<file path="config.mk">
export PLATFORM = sky130hd
export DESIGN_NAME = fetch_redirect_stage_flat
export DESIGN_NICKNAME = d
export VERILOG_FILES = /design/src/rtl/fetch_redirect_stage_if.sv /design/src/rtl/fetch_redirect_stage.sv /design/src/flat_wrapper.sv
export SDC_FILE = /design/constraint.sdc
export NUM_CORES = 1
export LEC_CHECK = 0
export ABC_AREA = 1
export BUFFER_PORTS_ARGS = -buffer_cell sky130_fd_sc_hd__buf_4
export CORE_MARGIN = 2
export CORE_UTILIZATION = 47
export CTS_BUF_LIST = sky130_fd_sc_hd__clkbuf_4 sky130_fd_sc_hd__clkbuf_8
export DETAILED_ROUTE_END_ITERATION = 10
export HOLD_SLACK_MARGIN = 0.1
export PLACE_DENSITY = 0.71
export RECOVER_POWER = 50
export SYNTH_ARGS = -nofsm -noshare
export SYNTH_HDL_FRONTEND = slang
export SYNTH_SLANG_ARGS = --single-unit
</file>
<file path="constraint.sdc">
create_clock -name clk -period 2.45 [get_ports clk]
set_clock_uncertainty 0.05 [all_clocks]
set_input_delay 0.49 -clock clk [delete_from_list [all_inputs] [get_ports clk]]
set_output_delay 0.49 -clock clk [all_outputs]
set_load 0.01 [all_outputs]
</file>
<file path="src/rtl/fetch_redirect_stage_if.sv">
// ---------------------------------------------------------------------------
// fetch_redirect_stage_if
//   Instruction-memory request/response bus between the fetch stage and a
//   single-outstanding instruction memory.
//
//   Signals
//     req     fetch request valid                (fetch -> memory)
//     addr    fetch address, XLEN bits           (fetch -> memory)
//     gnt     request accepted this cycle        (memory -> fetch)
//     rvalid  response valid, in order           (memory -> fetch)
//     rdata   response instruction, 32 bits      (memory -> fetch)
//
//   Modports
//     master  used by the fetch stage (drives req/addr)
//     slave   used by the memory (drives gnt/rvalid/rdata)
// ---------------------------------------------------------------------------
interface fetch_redirect_stage_if #(
    parameter int unsigned XLEN = 32
);
    logic            req;
    logic [XLEN-1:0] addr;
    logic            gnt;
    logic            rvalid;
    logic [31:0]     rdata;

    modport master (
        output req,
        output addr,
        input  gnt,
        input  rvalid,
        input  rdata
    );

    modport slave (
        input  req,
        input  addr,
        output gnt,
        output rvalid,
        output rdata
    );
endinterface

</file>
<file path="src/rtl/fetch_redirect_stage.sv">
// ---------------------------------------------------------------------------
// fetch_redirect_stage
//   Owns the PC and the IF/ID pipeline register. It fetches from a
//   single-outstanding instruction memory and applies control-flow
//   redirects: a taken branch resolved in EX, or a jump decoded in ID.
//   Responses that belong to the wrong path are squashed. NOP bubbles are
//   written into IF/ID and the ID/EX flush is raised on a taken branch.
//
//   Optional feature: define FETCH_REDIRECT_STATS_EN to build saturating
//   redirect/squash counters. Without it the stat_* ports read 16'h0000.
//
//   Ports
//     clk             rising-edge clock
//     rst_n           asynchronous reset, active-low
//     stall_i         load-use stall: hold IF/ID contents
//     br_taken_i      EX branch resolved taken
//     br_target_i     branch target (bits [1:0] ignored)
//     jump_i          ID stage decoded a jump
//     jump_target_i   jump target (bits [1:0] ignored)
//     imem            instruction-memory bus (master side)
//     if_id_pc_o      IF/ID PC
//     if_id_instr_o   IF/ID instruction
//     if_id_valid_o   IF/ID holds a real instruction
//     id_ex_flush_o   combinational: bubble ID/EX this cycle (= br_taken_i)
//     stat_br_cnt_o   cycles with a taken branch
//     stat_jmp_cnt_o  cycles with a jump not overridden by a branch
//     stat_sq_cnt_o   dropped responses / dropped skid entries
// ---------------------------------------------------------------------------
module fetch_redirect_stage #(
    parameter int unsigned     XLEN      = 32,
    parameter logic [XLEN-1:0] RESET_PC  = 32'h0000_0000,
    parameter logic [31:0]     NOP_INSTR = 32'h0000_0013
) (
    input  logic                 clk,
    input  logic                 rst_n,
    input  logic                 stall_i,
    input  logic                 br_taken_i,
    input  logic [XLEN-1:0]      br_target_i,
    input  logic                 jump_i,
    input  logic [XLEN-1:0]      jump_target_i,
    fetch_redirect_stage_if.master imem,
    output logic [XLEN-1:0]      if_id_pc_o,
    output logic [31:0]          if_id_instr_o,
    output logic                 if_id_valid_o,
    output logic                 id_ex_flush_o,
    output logic [15:0]          stat_br_cnt_o,
    output logic [15:0]          stat_jmp_cnt_o,
    output logic [15:0]          stat_sq_cnt_o
);

    localparam logic [XLEN-1:0] PC_INC = {{(XLEN-3){1'b0}}, 3'b100};

    typedef enum logic [2:0] {
        ST_BOOT   = 3'd0,
        ST_FETCH  = 3'd1,
        ST_WAIT   = 3'd2,
        ST_SQUASH = 3'd3,
        ST_HOLD   = 3'd4
    } state_e;

    state_e          state_q, state_d;
    logic [XLEN-1:0] pc_q, pc_d;
    logic [XLEN-1:0] pc_req_q, pc_req_d;
    logic [XLEN-1:0] skid_pc_q, skid_pc_d;
    logic [31:0]     skid_instr_q, skid_instr_d;
    logic [XLEN-1:0] if_id_pc_q, if_id_pc_d;
    logic [31:0]     if_id_instr_q, if_id_instr_d;
    logic            if_id_valid_q, if_id_valid_d;

    logic            redirect_s;
    logic [XLEN-1:0] target_raw_s;
    logic [XLEN-1:0] target_s;
    logic            req_s;
    logic            resp_wr_s;
    logic [XLEN-1:0] resp_pc_s;
    logic [31:0]     resp_instr_s;
    logic            drop_s;
    logic            align_unused_s;

    // The branch is the older instruction, so it wins over a same-cycle jump.
    assign redirect_s     = br_taken_i | jump_i;
    assign target_raw_s   = br_taken_i ? br_target_i : jump_target_i;
    assign target_s       = {target_raw_s[XLEN-1:2], 2'b00};
    assign align_unused_s = ^target_raw_s[1:0];

    assign imem.req      = req_s;
    assign imem.addr     = pc_q;
    assign id_ex_flush_o = br_taken_i;

    // Fetch FSM next-state, PC and skid-buffer updates.
    always_comb begin
        state_d      = state_q;
        pc_d         = pc_q;
        pc_req_d     = pc_req_q;
        skid_pc_d    = skid_pc_q;
        skid_instr_d = skid_instr_q;
        req_s        = 1'b0;
        resp_wr_s    = 1'b0;
        resp_pc_s    = pc_req_q;
        resp_instr_s = imem.rdata;
        drop_s       = 1'b0;

        case (state_q)
            ST_BOOT: begin
                state_d = ST_FETCH;
            end

            ST_FETCH: begin
                if (redirect_s) begin
                    // Retarget without issuing; the request goes out next cycle.
                    pc_d = target_s;
                end else begin
                    req_s = 1'b1;
                    if (imem.gnt) begin
                        pc_req_d = pc_q;
                        state_d  = ST_WAIT;
                    end else begin
                        state_d = ST_FETCH;
                    end
                end
            end

            ST_WAIT: begin
                if (redirect_s) begin
                    pc_d = target_s;
                    if (imem.rvalid) begin
                        drop_s  = 1'b1;
                        state_d = ST_FETCH;
                    end else begin
                        // Response still in flight: wait for it and throw it away.
                        state_d = ST_SQUASH;
                    end
                end else if (imem.rvalid) begin
                    if (stall_i) begin
                        // IF/ID is frozen; park the response until the stall clears.
                        skid_pc_d    = pc_req_q;
                        skid_instr_d = imem.rdata;
                        state_d      = ST_HOLD;
                    end else begin
                        resp_wr_s    = 1'b1;
                        resp_pc_s    = pc_req_q;
                        resp_instr_s = imem.rdata;
                        pc_d         = pc_req_q + PC_INC;
                        state_d      = ST_FETCH;
                    end
                end else begin
                    state_d = ST_WAIT;
                end
            end

            ST_SQUASH: begin
                if (redirect_s) begin
                    pc_d = target_s;
                end else begin
                    pc_d = pc_q;
                end
                if (imem.rvalid) begin
                    drop_s  = 1'b1;
                    state_d = ST_FETCH;
                end else begin
                    state_d = ST_SQUASH;
                end
            end

            ST_HOLD: begin
                if (redirect_s) begin
                    drop_s  = 1'b1;
                    pc_d    = target_s;
                    state_d = ST_FETCH;
                end else if (!stall_i) begin
                    resp_wr_s    = 1'b1;
                    resp_pc_s    = skid_pc_q;
                    resp_instr_s = skid_instr_q;
                    pc_d         = skid_pc_q + PC_INC;
                    state_d      = ST_FETCH;
                end else begin
                    state_d = ST_HOLD;
                end
            end

            default: begin
                // Unreachable encoding: restart cleanly from boot.
                state_d = ST_BOOT;
            end
        endcase
    end

    // IF/ID next value: redirect > stall > new response > bubble.
    always_comb begin
        if_id_pc_d    = if_id_pc_q;
        if_id_instr_d = if_id_instr_q;
        if_id_valid_d = if_id_valid_q;
        if (redirect_s) begin
            // Flush wins over stall: the instruction in IF/ID is wrong-path.
            if_id_instr_d = NOP_INSTR;
            if_id_valid_d = 1'b0;
        end else if (stall_i) begin
            if_id_valid_d = if_id_valid_q;
        end else if (resp_wr_s) begin
            if_id_pc_d    = resp_pc_s;
            if_id_instr_d = resp_instr_s;
            if_id_valid_d = 1'b1;
        end else begin
            if_id_instr_d = NOP_INSTR;
            if_id_valid_d = 1'b0;
        end
    end

    // State, PC, skid buffer and IF/ID registers.
    always_ff @(posedge clk or negedge rst_n) begin
        if (!rst_n) begin
            state_q       <= ST_BOOT;
            pc_q          <= RESET_PC;
            pc_req_q      <= {XLEN{1'b0}};
            skid_pc_q     <= {XLEN{1'b0}};
            skid_instr_q  <= 32'h0000_0000;
            if_id_pc_q    <= {XLEN{1'b0}};
            if_id_instr_q <= NOP_INSTR;
            if_id_valid_q <= 1'b0;
        end else begin
            state_q       <= state_d;
            pc_q          <= pc_d;
            pc_req_q      <= pc_req_d;
            skid_pc_q     <= skid_pc_d;
            skid_instr_q  <= skid_instr_d;
            if_id_pc_q    <= if_id_pc_d;
            if_id_instr_q <= if_id_instr_d;
            if_id_valid_q <= if_id_valid_d;
        end
    end

    assign if_id_pc_o    = if_id_pc_q;
    assign if_id_instr_o = if_id_instr_q;
    assign if_id_valid_o = if_id_valid_q;

`ifdef FETCH_REDIRECT_STATS_EN
    logic [15:0] stat_br_q;
    logic [15:0] stat_jmp_q;
    logic [15:0] stat_sq_q;

    function automatic logic [15:0] sat_inc(input logic [15:0] v, input logic en);
        logic [15:0] r;
        if (en && (v != 16'hFFFF)) begin
            r = v + 16'd1;
        end else begin
            r = v;
        end
        return r;
    endfunction

    // Saturating redirect and squash counters.
    always_ff @(posedge clk or negedge rst_n) begin
        if (!rst_n) begin
            stat_br_q  <= 16'h0000;
            stat_jmp_q <= 16'h0000;
            stat_sq_q  <= 16'h0000;
        end else begin
            stat_br_q  <= sat_inc(stat_br_q, br_taken_i);
            stat_jmp_q <= sat_inc(stat_jmp_q, jump_i & ~br_taken_i);
            stat_sq_q  <= sat_inc(stat_sq_q, drop_s);
        end
    end

    assign stat_br_cnt_o  = stat_br_q;
    assign stat_jmp_cnt_o = stat_jmp_q;
    assign stat_sq_cnt_o  = stat_sq_q;
`else
    logic stats_unused_s;
    assign stats_unused_s = drop_s;
    assign stat_br_cnt_o  = 16'h0000;
    assign stat_jmp_cnt_o = 16'h0000;
    assign stat_sq_cnt_o  = 16'h0000;
`endif

endmodule

</file>
<file path="src/flat_wrapper.sv">
// flat-port wrapper written by rule: the top's interface ports become plain ports
module fetch_redirect_stage_flat 
#(
    parameter int unsigned     XLEN      = 32,
    parameter logic [XLEN-1:0] RESET_PC  = 32'h0000_0000,
    parameter logic [31:0]     NOP_INSTR = 32'h0000_0013
)
  (clk, rst_n, stall_i, br_taken_i, br_target_i, jump_i, jump_target_i, if_id_pc_o, if_id_instr_o, if_id_valid_o, id_ex_flush_o, stat_br_cnt_o, stat_jmp_cnt_o, stat_sq_cnt_o, imem_req, imem_addr, imem_gnt, imem_rvalid, imem_rdata);
  fetch_redirect_stage_if #(.XLEN(XLEN)) imem_i ();
  input  logic clk;
  input  logic rst_n;
  input  logic stall_i;
  input  logic br_taken_i;
  input  logic [XLEN-1:0] br_target_i;
  input  logic jump_i;
  input  logic [XLEN-1:0] jump_target_i;
  output logic [XLEN-1:0] if_id_pc_o;
  output logic [31:0] if_id_instr_o;
  output logic if_id_valid_o;
  output logic id_ex_flush_o;
  output logic [15:0] stat_br_cnt_o;
  output logic [15:0] stat_jmp_cnt_o;
  output logic [15:0] stat_sq_cnt_o;
  output wire logic [$bits(imem_i.req)-1:0] imem_req;
  output wire logic [$bits(imem_i.addr)-1:0] imem_addr;
  input wire logic [$bits(imem_i.gnt)-1:0] imem_gnt;
  input wire logic [$bits(imem_i.rvalid)-1:0] imem_rvalid;
  input wire logic [$bits(imem_i.rdata)-1:0] imem_rdata;
  assign imem_req = imem_i.req;
  assign imem_addr = imem_i.addr;
  assign imem_i.gnt = imem_gnt;
  assign imem_i.rvalid = imem_rvalid;
  assign imem_i.rdata = imem_rdata;
  fetch_redirect_stage #(.XLEN(XLEN), .RESET_PC(RESET_PC), .NOP_INSTR(NOP_INSTR)) u_core (.clk(clk), .rst_n(rst_n), .stall_i(stall_i), .br_taken_i(br_taken_i), .br_target_i(br_target_i), .jump_i(jump_i), .jump_target_i(jump_target_i), .imem(imem_i), .if_id_pc_o(if_id_pc_o), .if_id_instr_o(if_id_instr_o), .if_id_valid_o(if_id_valid_o), .id_ex_flush_o(id_ex_flush_o), .stat_br_cnt_o(stat_br_cnt_o), .stat_jmp_cnt_o(stat_jmp_cnt_o), .stat_sq_cnt_o(stat_sq_cnt_o));
endmodule
</file>
Yosys cells after proc, flatten, opt, wreduce, memory -nomap -nowiden
Cells that the tools add are included.

operators by class
  $add $sub $neg = 2
  multipliers = 0
  divide/modulo/power cells = 0
  magnitude comparators = 0
  equal/unequal tests = 10
  shift operators = 0
  muxes and demuxes = 31
  bitwise operators = 3
  reduce and logical (&&, ||, !) cells = 7

operators with widths
  operator                                       count
  two-way mux 32 bit                             12
  case mux 32 bit (3 select lines)               1
  adder 32 x 3 -> 32 bit, second input constant  2
  two-way mux 3 bit                              5
  case mux 3 bit (5 select lines)                1
  two-way mux 1 bit                              9
  != test 3 x 2 -> 1 bit, second input constant  3
  == test 3 x 2 -> 1 bit, second input constant  2
  AND reduction 3 bit                            2
  AND reduction 5 bit                            1
  two-way mux 2 bit                              2
  != test 2 x 1 -> 1 bit, second input constant  2
  AND reduction 4 bit                            1
  == test 3 x 1 -> 1 bit, second input constant  1
  == test 3 bit, second input constant           1
  zero test 3 bit                                1
  nonzero test 3 bit                             1
  != test 2 bit, second input constant           1
  NOT 1 bit                                      2
  case mux 1 bit (2 select lines)                1
  OR reduction 2 bit                             1
  OR 1 bit                                       1

storage, ports and cells
  bits in registers = 196
  bits in latches = 0
  bits in writable memories = 0
  memory bits (read-only) = 0
  input bits = 103
  word-level logic and storage cells = 61
  memories = 0

Longest topological paths before layout
  depth after elaboration = 7
  depth in mapped cells = 14
  gate-level depth less buffers = 14

Least setup slack after synthesis
No wires, ideal clock.

  path type = in2reg
  start = in br_taken_i
  end = reg u_core.skid_pc_q[16]
  setup time = 125 ps
  data arrival time = 1,675 ps
  data required time = 2,275 ps
  slack = 600 ps
  cell stages on the path = 9
  buffers on the path = 2
  path through = buf_4 -> nor2_8 -> inv_2 -> nor2_4 -> inv_2 -> nor2_2 -> nand2_2 -> buf_6 -> mux2_4

on the way
  cells in the longest elaborated chain, start to end = 3

ends and longest elaborated chain
  element                        line                         source
  start: declaration             flat_wrapper.sv:13           input logic br_taken_i;
  OR 1 bit                       fetch_redirect_stage.sv:81   assign redirect_s = br_taken_i | jump_i;
  NOT 1 bit (no line)            --
  AND reduction 4 bit (no line)  --
  end signal: assignment         fetch_redirect_stage.sv:215  skid_pc_q <= {XLEN{1'b0}};
  end signal: assignment         fetch_redirect_stage.sv:224  skid_pc_q <= skid_pc_d;
  end: declaration               fetch_redirect_stage.sv:64   logic [XLEN-1:0] skid_pc_q, skid_pc_d;

Every way passes these cells.
A chain may end at the register's enable or synchronous reset.

Worst setup path in the final report
  start = reg u_core.state_q[0]
  end = out imem_req

on the way
  cells in the longest elaborated chain, start to end = 2

ends and longest elaborated chain
  element                   line                         source
  start: declaration        fetch_redirect_stage.sv:61   state_e state_q, state_d;
  start signal: assignment  fetch_redirect_stage.sv:221  state_q <= state_d;
  == test 3 x 1 -> 1 bit    fetch_redirect_stage.sv:103  case (state_q)
  two-way mux 1 bit         fetch_redirect_stage.sv:103
  end: declaration          flat_wrapper.sv:24           output wire logic [$bits(imem_i.req)-1:0] imem_req;

Every way passes these cells.

==> flow_summary.ini <==
[run_status]
run_status = finished, final reports clean

[power_and_ir_drop]
power.internal_mw = 6.646
powerDensity_nw_per_um2 = 865.3
seq_power_share_pct = 46.2
p_leak_nw = 6.330
power.share.clock_pct = 17.8
switching_share_pct = 40.90
switchingPower_mw = 4.600
ir_worst_vdd_v = 0.0004577
power_frac_comb_pct = 35.9

[synth]
netlist_area_um2 = 11170
netlist.area_leader.share_pct = 43.24
ys_types = 42
muxShareOfSynthArea_pct = 2.790
yosys_warnings = 0
yosys.area_share.adder_pct = 0.2241
synth_area_leader_cell = dfrtp_1
yosys-top-cells-area = dfrtp_1 43%, nand2_1 17%, o21ai_0 6.8%, nor2_1 5.7%, inv_1 5.0%
seq_area_frac_synth_pct = 43.95
synth-xor-area-share_pct = 1.098
synth_top_family_by_area = simple AND/OR/NAND/NOR gates
synth-main-ff-cell = dfrtp_1
avgSynthCellArea_um2 = 7.257
async_flop_share_pct = 100.0
synth_edf_count = 0
netlist_instances = 1539
synth_compound_area_share_pct = 13.49
ys_ff_latch = 196
synthSimpleGateAreaFrac_pct = 26.79

[clock_network]
clk_pin_slew_ns = 0.10
cts_setup_buffers = 0
clkSinkCount = 196
cts_max_level = 4
cts_tree = done
cts.root.buffer_cell = clkbuf_8
clk_latency_ns = 0.47
cts_buffers = 17
clockBufferDepth = 2

[timing]
period_needed_ns = 2.247
min_period_over_period_pct = 91.72
relSlewSlack_pct = 19.82
timing.hold.ws_ns = 0.2240
max_clock_freq_mhz = 445.0
finalHoldViolCount = 0
setup_viol = 0
worst_pin_slew_ns = 1.203
slew_viol_final = 0
rsz0062_at_grt = yes
final.setup.tns_ns = 0

[layout]
layout_commonest_cell = nand2_1
areaGrowthSynthToFinish_pct = 16.38
final_cell_mix = 501 x nand2_1, 193 x dfrtp_1, 172 x buf_4, 169 x nor2_1, 151 x o21ai_0
postLayoutCellArea_um2 = 13000
final_nets = 1821
layout-drive-gt1-share_pct = 15.33
num_antenna_cells = 0

[grt]
busiest_layer = met2
use_met1_pct = 35.09
overflow = 0
grt_use_met2_pct = 39.07
met3_usage_pct = 4.024
grt_usage_pct = 24.81
grt_max_degree = 65
antenna_found_initial = 0
grt_first_pass_wirelength_um = 48670
first_global_vias = 9534

[placement]
place_hpwl_um = 22920
gp_congestion = 0.9988
placed_cell_area_um2 = 12810
io_buffer_count = 197

[die]
rows = 56
die_h_um = 158.2
coreArea_um2 = 23400
die_area_um2 = 25010
start_util_pct = 47.72
pin_count = 250
die_w_um = 158.2

[setup_path]
end_kind = primary output
critPathArrivalTime_ns = 1.71
r2r_cells = 6
critPathRequiredTime_ns = 1.91
cp-start-kind = register
path_class = reg2out
cp_max_fo = 3

[drt]
vias_per_cell = 4.971
drt-pass1-iter-count = 6
wirelength_um = 30540
drtIter0Drc = 743
remaining_drc_errors = 0
post_drt_wl_per_cell_um = 14.91
vias = 10180
ant_nets = 0

[min_path]
min_path_cells = 3
hp-class = in2reg

[run]
drv_cap = 0
metrics by stage:
stage               setup slack (ns)  power, mW  std cells  utilization, %
finish                        0.2029      11.25       2048           55.54
global placement              0.1866      9.368       2014           54.73
detailed placement           0.08788      9.471       2014           54.73
floorplan                     0.6000      7.613       1586               -
CTS                          0.08172      11.47       2047           56.31
global route              0.00002709      12.15       2048           55.54
registers in the layout, indices dropped and copies added (netlist names):
| signal | cells |
|---|---|
| u_core.if_id_instr_o | 32 |
| u_core.if_id_pc_o | 32 |
| u_core.if_id_valid_o | 1 |
| u_core.imem.addr | 32 |
| u_core.pc_req_q | 32 |
| u_core.skid_instr_q | 32 |
| u_core.skid_pc_q | 32 |
| u_core.state_q | 3 |
cells by family (layout without fill, tap and decap cells):
kind of cell,Yosys count,after routing
xor gates and xnor gates,14,14
muxes,28,28
other,1,48
and+or+nand+nor,748,748
AOI/OAI and AO/OA,279,279
buffers and inverters,271,414
adders and majority gates,2,2
DFF,196,196
synthesized netlist by cell type (2+ instances only):
cell type and number:
a21boi_1 8, a21oi_1 52, a22oi_1 9, a31oi_1 30
buf_1 2, buf_2 15, buf_4 54, buf_6 8
clkbuf_1 38, dfrtp_1 193, dfstp_2 3, ha_1 2
inv_1 149, inv_2 5, mux2_2 17, mux2_4 2
mux2i_1 9, nand2_1 502, nand2_2 2, nand3_1 44
nand3b_1 2, nand4_1 3, nor2_1 171, nor2_2 6
nor2_4 2, nor3b_1 2, o211ai_1 7, o21ai_0 152
o21ai_1 16, o22ai_1 2, or2_2 9, xor2_1 13
power groups by stage:
stage	logic (mW)	registers [mW]	clock network (mW)
4_1_cts	4.25	5.18	2.04
3_3_place_gp	4.16	5.21	0
6_report	4.04	5.20	2.01
3_5_place_dp	4.23	5.24	0
5_1_grt	4.64	5.35	2.16
2_1_floorplan	2.42	5.19	0
timing repair:
action                                  in CTS  in global routing
resized for setup                            0                  5
hold buffers                                 1                  0
hold endpoints to repair                    38                  0
endpoints found under the setup margin       0                 34
final timing paths:
path | startpoint | to | slack, ns
worst min register to register | u_core.if_id_pc_o[2] | u_core.if_id_pc_o[2] | 0.44
min in group asynchronous | rst_n | u_core.skid_instr_q[5] | 0.74
worst min-delay path | imem_rdata[9] | u_core.skid_instr_q[9] | 0.22
max in group asynchronous | rst_n | u_core.if_id_pc_o[27] | 0.36
worst max register to register | u_core.state_q[1] | u_core.if_id_instr_o[31] | 0.21
worst max-delay path | u_core.state_q[0] | imem_req | 0.20
routing by layer:
metal	part of all wire (%)	vias up
li1	-	5124
met1	47	4661
met2	44	361
met3	6.6	35
met4	2.3	0
met5	0	-
worst max-delay path, cell delays in order (launching register included):
cell,delay (ns)
dfrtp_1,0.41
inv_2,0.07
nor2_2,0.14
inv_1,0.10
nor2_1,0.14
inv_1,0.09
nor2_2,0.14
buf_4,0.16
layout make-up:
class / count / area [um2]
Clock buffer: 23 / 285.3
Clock inverter: 9 / 75.07
Fill cell: 2346 / 10410
Inverter: 154 / 581.8
Multi-Input combinational cell: 1119 / 5150
Sequential cell: 196 / 4908
Tap cell: 319 / 399.1
Timing Repair Buffer: 227 / 1590
Timing Repair inverter: 1 / 7.507
Note: power is estimated with default switching activity, not from simulation.
